==> src/rtl/axi_lite_adder_bank.sv <==
// Purpose: AXI4-Lite slave with NUM_CH adder channels (A, B, SUM, sticky STATUS) plus global CTRL/INFO.
// Latency: B one cycle after the later of AW/W; SUM/STATUS one cycle after an operand write; R one cycle after AR.
// Backpressure: AW/W/AR each take one beat, then hold ready low until the matching B or R handshake completes.
module axi_lite_adder_bank #(
    parameter int DATA_WIDTH = 32,
    parameter int ADDR_WIDTH = 8,
    parameter int NUM_CH     = 4
) (
    input  logic                      s1_axi_aclk,
    input  logic                      s1_axi_areset,
    input  logic [ADDR_WIDTH-1:0]     s1_axi_awaddr,
    input  logic                      s1_axi_awvalid,
    output logic                      s1_axi_awready,
    input  logic [DATA_WIDTH-1:0]     s1_axi_wdata,
    input  logic [DATA_WIDTH/8-1:0]   s1_axi_wstrb,
    input  logic                      s1_axi_wvalid,
    output logic                      s1_axi_wready,
    output logic [1:0]                s1_axi_bresp,
    output logic                      s1_axi_bvalid,
    input  logic                      s1_axi_bready,
    input  logic [ADDR_WIDTH-1:0]     s1_axi_araddr,
    input  logic                      s1_axi_arvalid,
    output logic                      s1_axi_arready,
    output logic [DATA_WIDTH-1:0]     s1_axi_rdata,
    output logic [1:0]                s1_axi_rresp,
    output logic                      s1_axi_rvalid,
    input  logic                      s1_axi_rready
);

    localparam int STRB_WIDTH = DATA_WIDTH / 8;

    typedef enum logic [2:0] {
        REG_A,
        REG_B,
        REG_SUM,
        REG_STATUS,
        REG_CTRL,
        REG_INFO,
        REG_NONE
    } reg_kind_t;

    typedef struct packed {
        reg_kind_t  kind;
        logic [2:0] ch;
    } reg_sel_t;

    // Word index [7:2] -> register kind and channel; channels beyond NUM_CH are unmapped.
    function automatic reg_sel_t decode(input logic [5:0] idx);
        reg_sel_t sel;
        sel.kind = REG_NONE;
        sel.ch   = idx[4:2];
        if (!idx[5]) begin
            if (int'(idx[4:2]) < NUM_CH) begin
                case (idx[1:0])
                    2'd0: sel.kind = REG_A;
                    2'd1: sel.kind = REG_B;
                    2'd2: sel.kind = REG_SUM;
                    2'd3: sel.kind = REG_STATUS;
                endcase
            end
        end else if (idx == 6'h20) begin
            sel.kind = REG_CTRL;
        end else if (idx == 6'h21) begin
            sel.kind = REG_INFO;
        end
        return sel;
    endfunction

    // Byte-lane merge: strobed lanes take the new data, others keep the old value.
    function automatic logic [DATA_WIDTH-1:0] merge_bytes(
        input logic [DATA_WIDTH-1:0] old_v,
        input logic [DATA_WIDTH-1:0] new_v,
        input logic [STRB_WIDTH-1:0] strb
    );
        logic [DATA_WIDTH-1:0] r;
        r = old_v;
        for (int i = 0; i < STRB_WIDTH; i++) begin
            if (strb[i]) r[8*i +: 8] = new_v[8*i +: 8];
        end
        return r;
    endfunction

    // Handshakes
    logic aw_fire, w_fire, ar_fire, b_fire, r_fire;

    // Latched write address/data for the decoupled AW/W case
    logic [5:0]            awidx_q;
    logic [DATA_WIDTH-1:0] wdata_q;
    logic [STRB_WIDTH-1:0] wstrb_q;

    // Effective write command for this cycle
    logic [5:0]            wr_idx;
    logic [DATA_WIDTH-1:0] wr_dat;
    logic [STRB_WIDTH-1:0] wr_strb;
    reg_sel_t              wr_sel;
    logic                  wr_go;
    logic                  wr_err;

    // Register file
    logic                  en_q;
    logic [DATA_WIDTH-1:0] a_q      [NUM_CH];
    logic [DATA_WIDTH-1:0] b_q      [NUM_CH];
    logic [DATA_WIDTH-1:0] sum_q    [NUM_CH];
    logic [1:0]            status_q [NUM_CH];
    logic [NUM_CH-1:0]     sum_pend_q;

    // Per-channel combinational helpers
    logic [DATA_WIDTH:0]   add_full   [NUM_CH];
    logic [NUM_CH-1:0]     add_ovf;
    logic [NUM_CH-1:0]     ch_wr;
    logic [1:0]            status_clr [NUM_CH];

    // Read decode
    reg_sel_t              rd_sel;
    logic [DATA_WIDTH-1:0] rd_val;
    logic                  rd_err;

    // Address bits outside [7:2] never take part in decode.
    logic unused_addr_bits;
    assign unused_addr_bits = ^{s1_axi_awaddr, s1_axi_araddr};

    assign aw_fire = s1_axi_awvalid && s1_axi_awready;
    assign w_fire  = s1_axi_wvalid  && s1_axi_wready;
    assign ar_fire = s1_axi_arvalid && s1_axi_arready;
    assign b_fire  = s1_axi_bvalid  && s1_axi_bready;
    assign r_fire  = s1_axi_rvalid  && s1_axi_rready;

    // A ready that is still high means that beat has not been latched yet, so use the live bus.
    assign wr_idx  = s1_axi_awready ? s1_axi_awaddr[7:2] : awidx_q;
    assign wr_dat  = s1_axi_wready  ? s1_axi_wdata       : wdata_q;
    assign wr_strb = s1_axi_wready  ? s1_axi_wstrb       : wstrb_q;
    assign wr_sel  = decode(wr_idx);
    assign wr_go   = (aw_fire || !s1_axi_awready) && (w_fire || !s1_axi_wready) && !s1_axi_bvalid;
    assign wr_err  = (wr_sel.kind == REG_SUM) || (wr_sel.kind == REG_INFO) || (wr_sel.kind == REG_NONE);

    // Adder, carry/overflow and per-channel write/clear strobes
    always_comb begin
        for (int c = 0; c < NUM_CH; c++) begin
            add_full[c]   = {1'b0, a_q[c]} + {1'b0, b_q[c]};
            add_ovf[c]    = (a_q[c][DATA_WIDTH-1] == b_q[c][DATA_WIDTH-1]) &&
                            (add_full[c][DATA_WIDTH-1] != a_q[c][DATA_WIDTH-1]);
            ch_wr[c]      = wr_go && (wr_sel.ch == 3'(c));
            status_clr[c] = (ch_wr[c] && (wr_sel.kind == REG_STATUS) && wr_strb[0]) ? wr_dat[1:0] : 2'b00;
        end
    end

    // Write channel handshake: latch AW and W independently, respond once both are present
    always_ff @(posedge s1_axi_aclk or posedge s1_axi_areset) begin
        if (s1_axi_areset) begin
            s1_axi_awready <= 1'b1;
            s1_axi_wready  <= 1'b1;
            s1_axi_bvalid  <= 1'b0;
            s1_axi_bresp   <= 2'b00;
            awidx_q        <= '0;
            wdata_q        <= '0;
            wstrb_q        <= '0;
        end else begin
            if (aw_fire) begin
                s1_axi_awready <= 1'b0;
                awidx_q        <= s1_axi_awaddr[7:2];
            end
            if (w_fire) begin
                s1_axi_wready <= 1'b0;
                wdata_q       <= s1_axi_wdata;
                wstrb_q       <= s1_axi_wstrb;
            end
            if (wr_go) begin
                s1_axi_bvalid <= 1'b1;
                s1_axi_bresp  <= wr_err ? 2'b10 : 2'b00;
            end else if (b_fire) begin
                s1_axi_bvalid  <= 1'b0;
                s1_axi_awready <= 1'b1;
                s1_axi_wready  <= 1'b1;
            end
        end
    end

    // Register updates; SUM/STATUS follow an operand write by one cycle using the new operands
    always_ff @(posedge s1_axi_aclk or posedge s1_axi_areset) begin
        if (s1_axi_areset) begin
            en_q       <= 1'b1;
            sum_pend_q <= '0;
            for (int c = 0; c < NUM_CH; c++) begin
                a_q[c]      <= '0;
                b_q[c]      <= '0;
                sum_q[c]    <= '0;
                status_q[c] <= 2'b00;
            end
        end else begin
            if (wr_go && (wr_sel.kind == REG_CTRL) && wr_strb[0]) begin
                en_q <= wr_dat[0];
            end
            for (int c = 0; c < NUM_CH; c++) begin
                if (ch_wr[c] && (wr_sel.kind == REG_A)) begin
                    a_q[c] <= merge_bytes(a_q[c], wr_dat, wr_strb);
                end
                if (ch_wr[c] && (wr_sel.kind == REG_B)) begin
                    b_q[c] <= merge_bytes(b_q[c], wr_dat, wr_strb);
                end
                // EN is sampled at the operand write; re-enabling later does not recompute.
                sum_pend_q[c] <= ch_wr[c] && en_q && (|wr_strb) &&
                                 ((wr_sel.kind == REG_A) || (wr_sel.kind == REG_B));
                if (sum_pend_q[c]) begin
                    sum_q[c] <= add_full[c][DATA_WIDTH-1:0];
                end
                // A fresh flag wins over a W1C clear landing in the same cycle.
                status_q[c] <= (status_q[c] & ~status_clr[c]) |
                               (sum_pend_q[c] ? {add_ovf[c], add_full[c][DATA_WIDTH]} : 2'b00);
            end
        end
    end

    // Read mux over the current (pre-update) register contents
    always_comb begin
        rd_sel = decode(s1_axi_araddr[7:2]);
        rd_val = '0;
        rd_err = 1'b0;
        case (rd_sel.kind)
            REG_CTRL: rd_val[0]   = en_q;
            REG_INFO: rd_val[7:0] = 8'(NUM_CH);
            REG_NONE: rd_err      = 1'b1;
            default: begin
                for (int c = 0; c < NUM_CH; c++) begin
                    if (rd_sel.ch == 3'(c)) begin
                        case (rd_sel.kind)
                            REG_A:      rd_val = a_q[c];
                            REG_B:      rd_val = b_q[c];
                            REG_SUM:    rd_val = sum_q[c];
                            REG_STATUS: rd_val = DATA_WIDTH'(status_q[c]);
                            default:    rd_val = '0;
                        endcase
                    end
                end
            end
        endcase
    end

    // Read channel: capture data at AR acceptance, hold until R handshake
    always_ff @(posedge s1_axi_aclk or posedge s1_axi_areset) begin
        if (s1_axi_areset) begin
            s1_axi_arready <= 1'b1;
            s1_axi_rvalid  <= 1'b0;
            s1_axi_rdata   <= '0;
            s1_axi_rresp   <= 2'b00;
        end else if (ar_fire) begin
            s1_axi_arready <= 1'b0;
            s1_axi_rvalid  <= 1'b1;
            s1_axi_rdata   <= rd_val;
            s1_axi_rresp   <= rd_err ? 2'b10 : 2'b00;
        end else if (r_fire) begin
            s1_axi_rvalid  <= 1'b0;
            s1_axi_arready <= 1'b1;
        end
    end

endmodule

==> config.mk <==
export PLATFORM = sky130hd
export DESIGN_NAME = axi_lite_adder_bank
export DESIGN_NICKNAME = d
export VERILOG_FILES = /design/src/rtl/axi_lite_adder_bank.sv
export SDC_FILE = /design/constraint.sdc
export NUM_CORES = 1
export LEC_CHECK = 0
export ABC_AREA = 1
export BUFFER_PORTS_ARGS = -buffer_cell sky130_fd_sc_hd__buf_4
export CAP_MARGIN = 20
export CORE_MARGIN = 3
export CORE_UTILIZATION = 35
export CTS_CLUSTER_DIAMETER = 80
export DETAILED_ROUTE_END_ITERATION = 16
export PLACE_DENSITY_LB_ADDON = 0.15
export SYNTH_ARGS = -nofsm -noshare
export SYNTH_HDL_FRONTEND = slang
export SYNTH_SLANG_ARGS = --single-unit
==> constraint.sdc <==
create_clock -name s1_axi_aclk -period 21.9 [get_ports s1_axi_aclk]
set_input_delay 5.475 -clock s1_axi_aclk [delete_from_list [all_inputs] [get_ports s1_axi_aclk]]
set_output_delay 5.475 -clock s1_axi_aclk [all_outputs]
set_load 0.03 [all_outputs]
# Word level (Yosys, flattened, before mapping)
# Cells that the tools add are included.
totals:
  input_bits: 59
  out_inout_bits: 41
  wordCells: 251
  reg_bits: 480
op_classes:
  bitwise_logic: 12
  n_mux: 47
  n_reduce_logical: 97
  addsub: 4
  order_cmp: 2
  n_eq_ne: 36
ops:
  columns: ["cell", "count"]
  rows:
  - ["32-bit case mux with 4 select lines", 4]
  - ["32-bit two-way mux", 5]
  - ["32-bit by 32-bit adder with 33-bit output", 4]
  - ["2-bit AND reduction", 32]
  - ["1-bit logical AND", 45]
  - ["2-bit two-way mux", 14]
  - ["3-bit by 2-bit equality test with 1-bit output (second input constant)", 8]
  - ["6-bit equality test (second input constant)", 4]
  - ["24-bit two-way mux", 1]
  - ["3-bit case mux with 4 select lines", 2]
  - ["3-bit equality test (second input constant)", 6]
  - ["7-bit case mux with 2 select lines", 1]
  - ["1-bit two-way mux", 13]
  - ["3-bit by 1-bit equality test with 1-bit output (second input constant)", 4]
  - ["3-bit logical NOT", 4]
  - ["3-bit two-way mux", 4]
  - ["2-bit bitwise AND", 4]
  - ["2-bit equality test (second input constant)", 4]
  - ["2-bit NOT", 4]
  - ["2-bit OR", 4]
  - ["3-bit less-than comparator (second input constant)", 2]
  - ["6-bit two-way mux", 1]
  - ["1-bit logical OR", 5]
  - ["1-bit equality test", 4]
  - ["other kinds (10)", 19]

# Logic depth before layout (Yosys ltp)
logic_depth:
  ltp_word: 12
  ltp_mapped: 14
  depth_no_buf: 14

# Worst setup path after synthesis
# OpenSTA, ideal clock, no wires.
synth_timing:
  kind: "input to register"
  from: "input s1_axi_awaddr[4]"
  to: "register a_q[16] (netlist bit)"
  path_buffers: 2
  stages: 12
  setup_time_ns: 0.130
  arrival_time_ns: 6.949
  t_required_ns: 21.770
  path_slack_ns: 14.821
  path_cell_list: "inv_1 -> nand2_1 -> o21ai_2 -> nand2_1 -> o21bai_1 -> nand2_1 -> nor3_4 -> buf_6 -> nand3_2 -> clkbuf_1 -> nand2_1 -> o21ai_1"
synth_between:
  elab_chain_len: 8
  word_cells_on_any_way: 13
  cone_classes: "order compare (1); eq/ne (3); mux (5); reduce/logical (4)"
synth_rtl:
  columns: ["element", "line_no", "source"]
  rows:
  - ["from (decl)", "11", "input logic [ADDR_WIDTH-1:0] s1_axi_awaddr,"]
  - ["6-bit two-way mux (*)", "129", "assign wr_idx = s1_axi_awready ? s1_axi_awaddr[7:2] : awidx_q;"]
  - ["6-bit equality test", "63", "end else if (idx == 6'h21) begin"]
  - ["2-bit two-way mux", "63", null]
  - ["2-bit two-way mux", "61", "end else if (idx == 6'h20) begin"]
  - ["3-bit two-way mux", "52", "if (!idx[5]) begin"]
  - ["3-bit logical NOT", "194", "if (ch_wr[c] && (wr_sel.kind == REG_A)) begin"]
  - ["1-bit logical AND (*)", "194", null]
  - ["2-bit AND reduction (no line) (*)", null, null]
  - ["to (signal, indexed assignment)", "195", "a_q[c] <= merge_bytes(a_q[c], wr_dat, wr_strb);"]
  - ["to (decl)", "101", "logic [DATA_WIDTH-1:0] a_q [NUM_CH];"]
# Mark *: on every way between the ends. The rest lies on a longest branch, timed or not.
# A chain may end at the register's enable or synchronous reset.

# Final worst setup path
layout_timing:
  from: "input s1_axi_awaddr[7]"
  to: "register b_q[75] (netlist bit)"
layout_between:
  elab_chain_len: 8
  word_cells_on_any_way: 9
  cone_classes: "eq/ne (3); mux (4); reduce/logical (2)"
layout_rtl:
  columns: ["element", "line_no", "source"]
  rows:
  - ["6-bit two-way mux (*)", "129", null]
  - ["6-bit equality test", "63", null]
  - ["2-bit two-way mux", "63", null]
  - ["2-bit two-way mux", "61", null]
  - ["3-bit two-way mux (*)", "52", null]
  - ["3-bit by 1-bit equality test with 1-bit output (*)", "197", "if (ch_wr[c] && (wr_sel.kind == REG_B)) begin"]
  - ["1-bit logical AND (*)", "197", null]
  - ["2-bit AND reduction (no line) (*)", null, null]
  - ["to (signal, indexed assignment)", "198", "b_q[c] <= merge_bytes(b_q[c], wr_dat, wr_strb);"]
  - ["to (decl)", "102", "logic [DATA_WIDTH-1:0] b_q [NUM_CH];"]
# Marked as above.

==> Implementation_results.wiki <==
{| class="wikitable"
! Metric !! Value
|-
| Endpoint required time on the critical path || 22.42 ns
|-
| Global-route wire length before repair || 188 mm
|-
| Number of antenna violations at the first check in global routing || 2
|-
| Total half-perimeter wirelength after legalization and detailed placement || 91.6 mm
|-
| First drt pass iteration count || 8
|-
| Hold Path Origin || status_q[0]
|-
| Largest net degree at the start of global routing || 162
|-
| Post-placement setup slack || 12.66 ns
|-
| Worst reg2reg startpoint || s1_axi_awready
|-
| Via count || 31,400
|-
| Buffers inserted during post-CTS setup optimization || 0
|-
| Post-route antenna net violation count || 0
|-
| Share of layout cells above drive strength 1 || 0.0692
|-
| Mean area per synthesized cell || 6.90 um2
|-
| Final setup viols || 0
|-
| Vias in the first global route || 29,400
|-
| Max-Cap Viols || 0
|-
| Number of gates given a new drive strength after cts || 0
|-
| Area growth from synthesis to layout || 12.7%
|-
| Setup crit start kind || input pin
|-
| Slowest stage cell on the critical path || sky130_fd_sc_hd__buf_4
|-
| FMAX || 115 MHz
|-
| Final hold violations || 0
|-
| Width of the chip || 305 um
|-
| Sequential fraction of design power || 0.344
|-
| Post-route setup slack || 13.24 ns
|-
| Via-to-Cell Ratio || 5.48
|-
| Total overflow reported by the global router || 0
|-
| I/O pin count || 100
|-
| Number of cells produced by synthesis || 4,528
|-
| Total Routed Length || 124 mm
|-
| Iteration-0 DRC Markers || 3,360
|-
| RSZ-0062 raised after global routing || no
|-
| Relative slew margins || 0.218
|-
| Number of clock buffers inserted by TritonCTS || 58
|-
| Standard cell core area || 87,700 um2
|-
| Slowest cell delay on critical path || 0.59 ns
|-
| Time the final worst path needs with I/O delays and setup || 8.66 ns
|-
| Slew of the pin with the lowest slew margin || 1.16 ns
|-
| Combinational share of power || 0.385
|-
| Critical path type || in -> reg
|-
| Max clock buf depth || 3
|-
| Final routed DRC violation total || 0
|-
| CP arrival || 9.18 ns
|-
| Number of core rows || 108
|-
| Worst Hold Class || reg -> reg
|-
| Final #Nets || 4,713
|-
| Overall routing resource usage || 0.263
|-
| Clock sink count || 478
|-
| Clk Tree Root Cell || sky130_fd_sc_hd__clkbuf_16
|-
| Internal power || 0.00222 W
|-
| Final cell utilization of the core || 0.402
|-
| Critical-path maximum fanout || 51
|-
| Worst-Skew Late Latency || 0.64 ns
|-
| Clock-pin slew reported for the worst setup and hold paths after clock tree synthesis || 0.06 ns
|-
| Worst Setup End Kind || register
|-
| Crit-path most repeated cell || sky130_fd_sc_hd__nand2_1
|-
| Warnings from Yosys || 0
|-
| Static leakage || 17.6 nW
|-
| Switching fraction of total power || 0.431
|-
| CTS Hold Buffers Added || 0
|-
| Die area || 92,900 um2
|-
| Cell-by-cell listing of the critical path || buf_4 -> inv_1 -> nand2_1 -> o21ai_1 -> nand3_1 -> nor2_2 -> nand2_1 -> inv_4 -> buf_4 -> buf_4 -> nand3_1 -> nand2_1 -> nand2_1
|-
| IO buf count || 93
|-
| Worst clock skew || 0.0268 ns
|-
| Number of levels the H-tree was split into || 2
|-
| Overall die height || 305 um
|-
| Final clock period utilization by the worst path || 0.396
|-
| Cell area after synthesis || 31,300 um2
|-
| Worst IR drop on VDD || 0.0879 mV
|-
| Sequential-to-total area share from yosys stat || 0.383
|-
| Ratio of total power to cell area || 111 nW/um2
|-
| Distinct cell type count of the synthesized netlist || 45
|-
| ANT cells || 0
|-
| Last weighted congestion value of the routability-driven placer || 0.949
|-
| Routed length per placed instance || 21.7 um
|-
| CTS tree || built
|-
| Setup TNS || 0 ns
|-
| Number of synthesized register bits || 478
|-
| Max Slew Vio Count || 0
|-
| Power dissipated by switching net loads || 0.00168 W
|-
| Starting utilization of the core area || 0.356
|-
| Relative contribution of the clock network to total power || 0.271
|-
| Worst setup path start || s1_axi_awaddr[7]
|-
| Status || finished, final reports clean
|}
[stage by stage]
step                total power (W)  std cells  instance area, um2  hold slack [ns]
finish                      0.00390       5723               35200            0.470
global route                0.00412       5723               35200            0.491
CTS                         0.00391       5720               35200            0.475
detailed placement          0.00284       5614               33100            0.461
global placement            0.00282       5613               33100            0.457
floorplan                   0.00221       4529               31300            0.442
[metal layers]
metal | up-vias | GRT usage | wire [um]
met3 | 171 | 0.0436 | 9110
li1 | 15200 | - | -
met1 | 14900 | 0.387 | 58400
met4 | 0 | 0.0709 | 3460
met5 | - | 0 | 0
met2 | 1095 | 0.397 | 53300
[cells by family (layout without fill, tap and decap cells)]
group,after synthesis,in the layout,share of synthesized area
xor gates and xnor gates,44,44,0.0123
adders and majority gates,132,132,0.0538
buffers and inverters,604,643,0.0743
and+or+nand+nor,2729,2729,0.388
DFF,478,478,0.383
muxes,4,4,0.00144
other,1,2,0.000120
AOI/OAI and AO/OA,536,536,0.0874
[critical path, delay by kind of cell]
kind,cells,cell delay (ns)
AND/OR/NAND/NOR,7,1.70
AO/OA/AOI/OAI,1,0.17
buffers and inverters,5,1.77
[placed cells by master (no fill, tap or decap), types with 5 or more instances in the layout]
| cell type | n |
|---|---|
| sky130_fd_sc_hd__or2_2 | 9 |
| sky130_fd_sc_hd__nand3_1 | 329 |
| sky130_fd_sc_hd__a21oi_1 | 175 |
| sky130_fd_sc_hd__xor2_1 | 16 |
| sky130_fd_sc_hd__nor2_1 | 225 |
| sky130_fd_sc_hd__nor3b_1 | 5 |
| sky130_fd_sc_hd__nand3_2 | 10 |
| sky130_fd_sc_hd__clkinv_2 | 10 |
| sky130_fd_sc_hd__clkbuf_16 | 61 |
| sky130_fd_sc_hd__nand2_1 | 1609 |
| sky130_fd_sc_hd__clkbuf_8 | 16 |
| sky130_fd_sc_hd__buf_4 | 161 |
| sky130_fd_sc_hd__bufinv_16 | 7 |
| sky130_fd_sc_hd__o21bai_1 | 5 |
| sky130_fd_sc_hd__inv_1 | 358 |
| sky130_fd_sc_hd__clkbuf_1 | 9 |
| sky130_fd_sc_hd__inv_2 | 7 |
| sky130_fd_sc_hd__ha_1 | 128 |
| sky130_fd_sc_hd__nor3_1 | 31 |
| sky130_fd_sc_hd__a31oi_1 | 7 |
| sky130_fd_sc_hd__o21ai_1 | 93 |
| sky130_fd_sc_hd__o21ai_0 | 246 |
| sky130_fd_sc_hd__nand4_1 | 479 |
| sky130_fd_sc_hd__nand3b_1 | 7 |
| sky130_fd_sc_hd__xnor2_1 | 28 |
| sky130_fd_sc_hd__dfrtp_1 | 474 |
[power by group through the flow]
stage	registers, W	clock network (W)	logic, W
floorplan	0.00135	0	0.000854
global placement	0.00135	0	0.00148
detailed placement	0.00135	0	0.00149
CTS	0.00134	0.00108	0.00149
global route	0.00137	0.00111	0.00164
finish	0.00134	0.00106	0.00150
[cell usage after synthesis, drive strengths merged]
| cell | instances | share of area |
|---|---|---|
| nand2 | 1610 | 0.19 |
| a41oi | 1 | 0.00028 |
| xor2 | 16 | 0.0045 |
| a21oi | 176 | 0.028 |
| dfrtp | 474 | 0.38 |
| nor3 | 35 | 0.0061 |
| and3 | 4 | 0.00080 |
| or2 | 10 | 0.0020 |
| clkbuf | 176 | 0.021 |
| o21bai | 5 | 0.0012 |
| mux2 | 4 | 0.0014 |
| nor3b | 5 | 0.0012 |
| o41ai | 1 | 0.00028 |
| a22o | 1 | 0.00028 |
| fa | 4 | 0.0026 |
| inv | 368 | 0.044 |
| a32oi | 1 | 0.00028 |
| and2 | 6 | 0.0012 |
| ha | 128 | 0.051 |
| dfstp | 4 | 0.0034 |
| nand3b | 7 | 0.0017 |
| buf | 57 | 0.0086 |
| nand4 | 479 | 0.096 |
| a21boi | 4 | 0.00096 |
| a31oi | 7 | 0.0014 |
| nand3 | 339 | 0.056 |
| nor4 | 4 | 0.0018 |
| xnor2 | 28 | 0.0078 |
| nor2 | 230 | 0.028 |
| clkinv | 3 | 0.00036 |
| o21ai | 340 | 0.055 |
| conb | 1 | 0.00012 |
[registers in the layout, indices dropped and copies added, names as in the netlist]
signal and cells:
s1_axi_arready 1, s1_axi_rdata 32, a_q 128, en_q 1
wstrb_q 4, s1_axi_bresp 1, status_q 8, sum_pend_q 4
b_q 128, s1_axi_rresp 1, wdata_q 32, s1_axi_wready 1
sum_q 128, s1_axi_bvalid 1, awidx_q 6, s1_axi_awready 1
s1_axi_rvalid 1
[path summary, 6_finish.rpt]
check                                    to  slack, ns  depth (start not counted)
worst min-delay path            status_q[0]       0.47                          2
worst max register to register      b_q[75]      17.42                         15
worst min register to register  status_q[0]       0.47                          2
min in group asynchronous        sum_q[102]       4.94                          2
worst max-delay path                b_q[75]      13.24                         13
max in group asynchronous        awidx_q[2]      14.78                          4
[area by class of cell]
class / count / area, um2
Inverter: 371 / 1410
Sequential cell: 478 / 12000
Timing Repair Buffer: 166 / 1320
Fill cell: 9334 / 52500
Clock inverter: 20 / 288
Multi-Input combinational cell: 3447 / 17000
Clock buffer: 86 / 1780
Tap cell: 1155 / 1450
No activity file was read; power rests on OpenSTA's default activity.
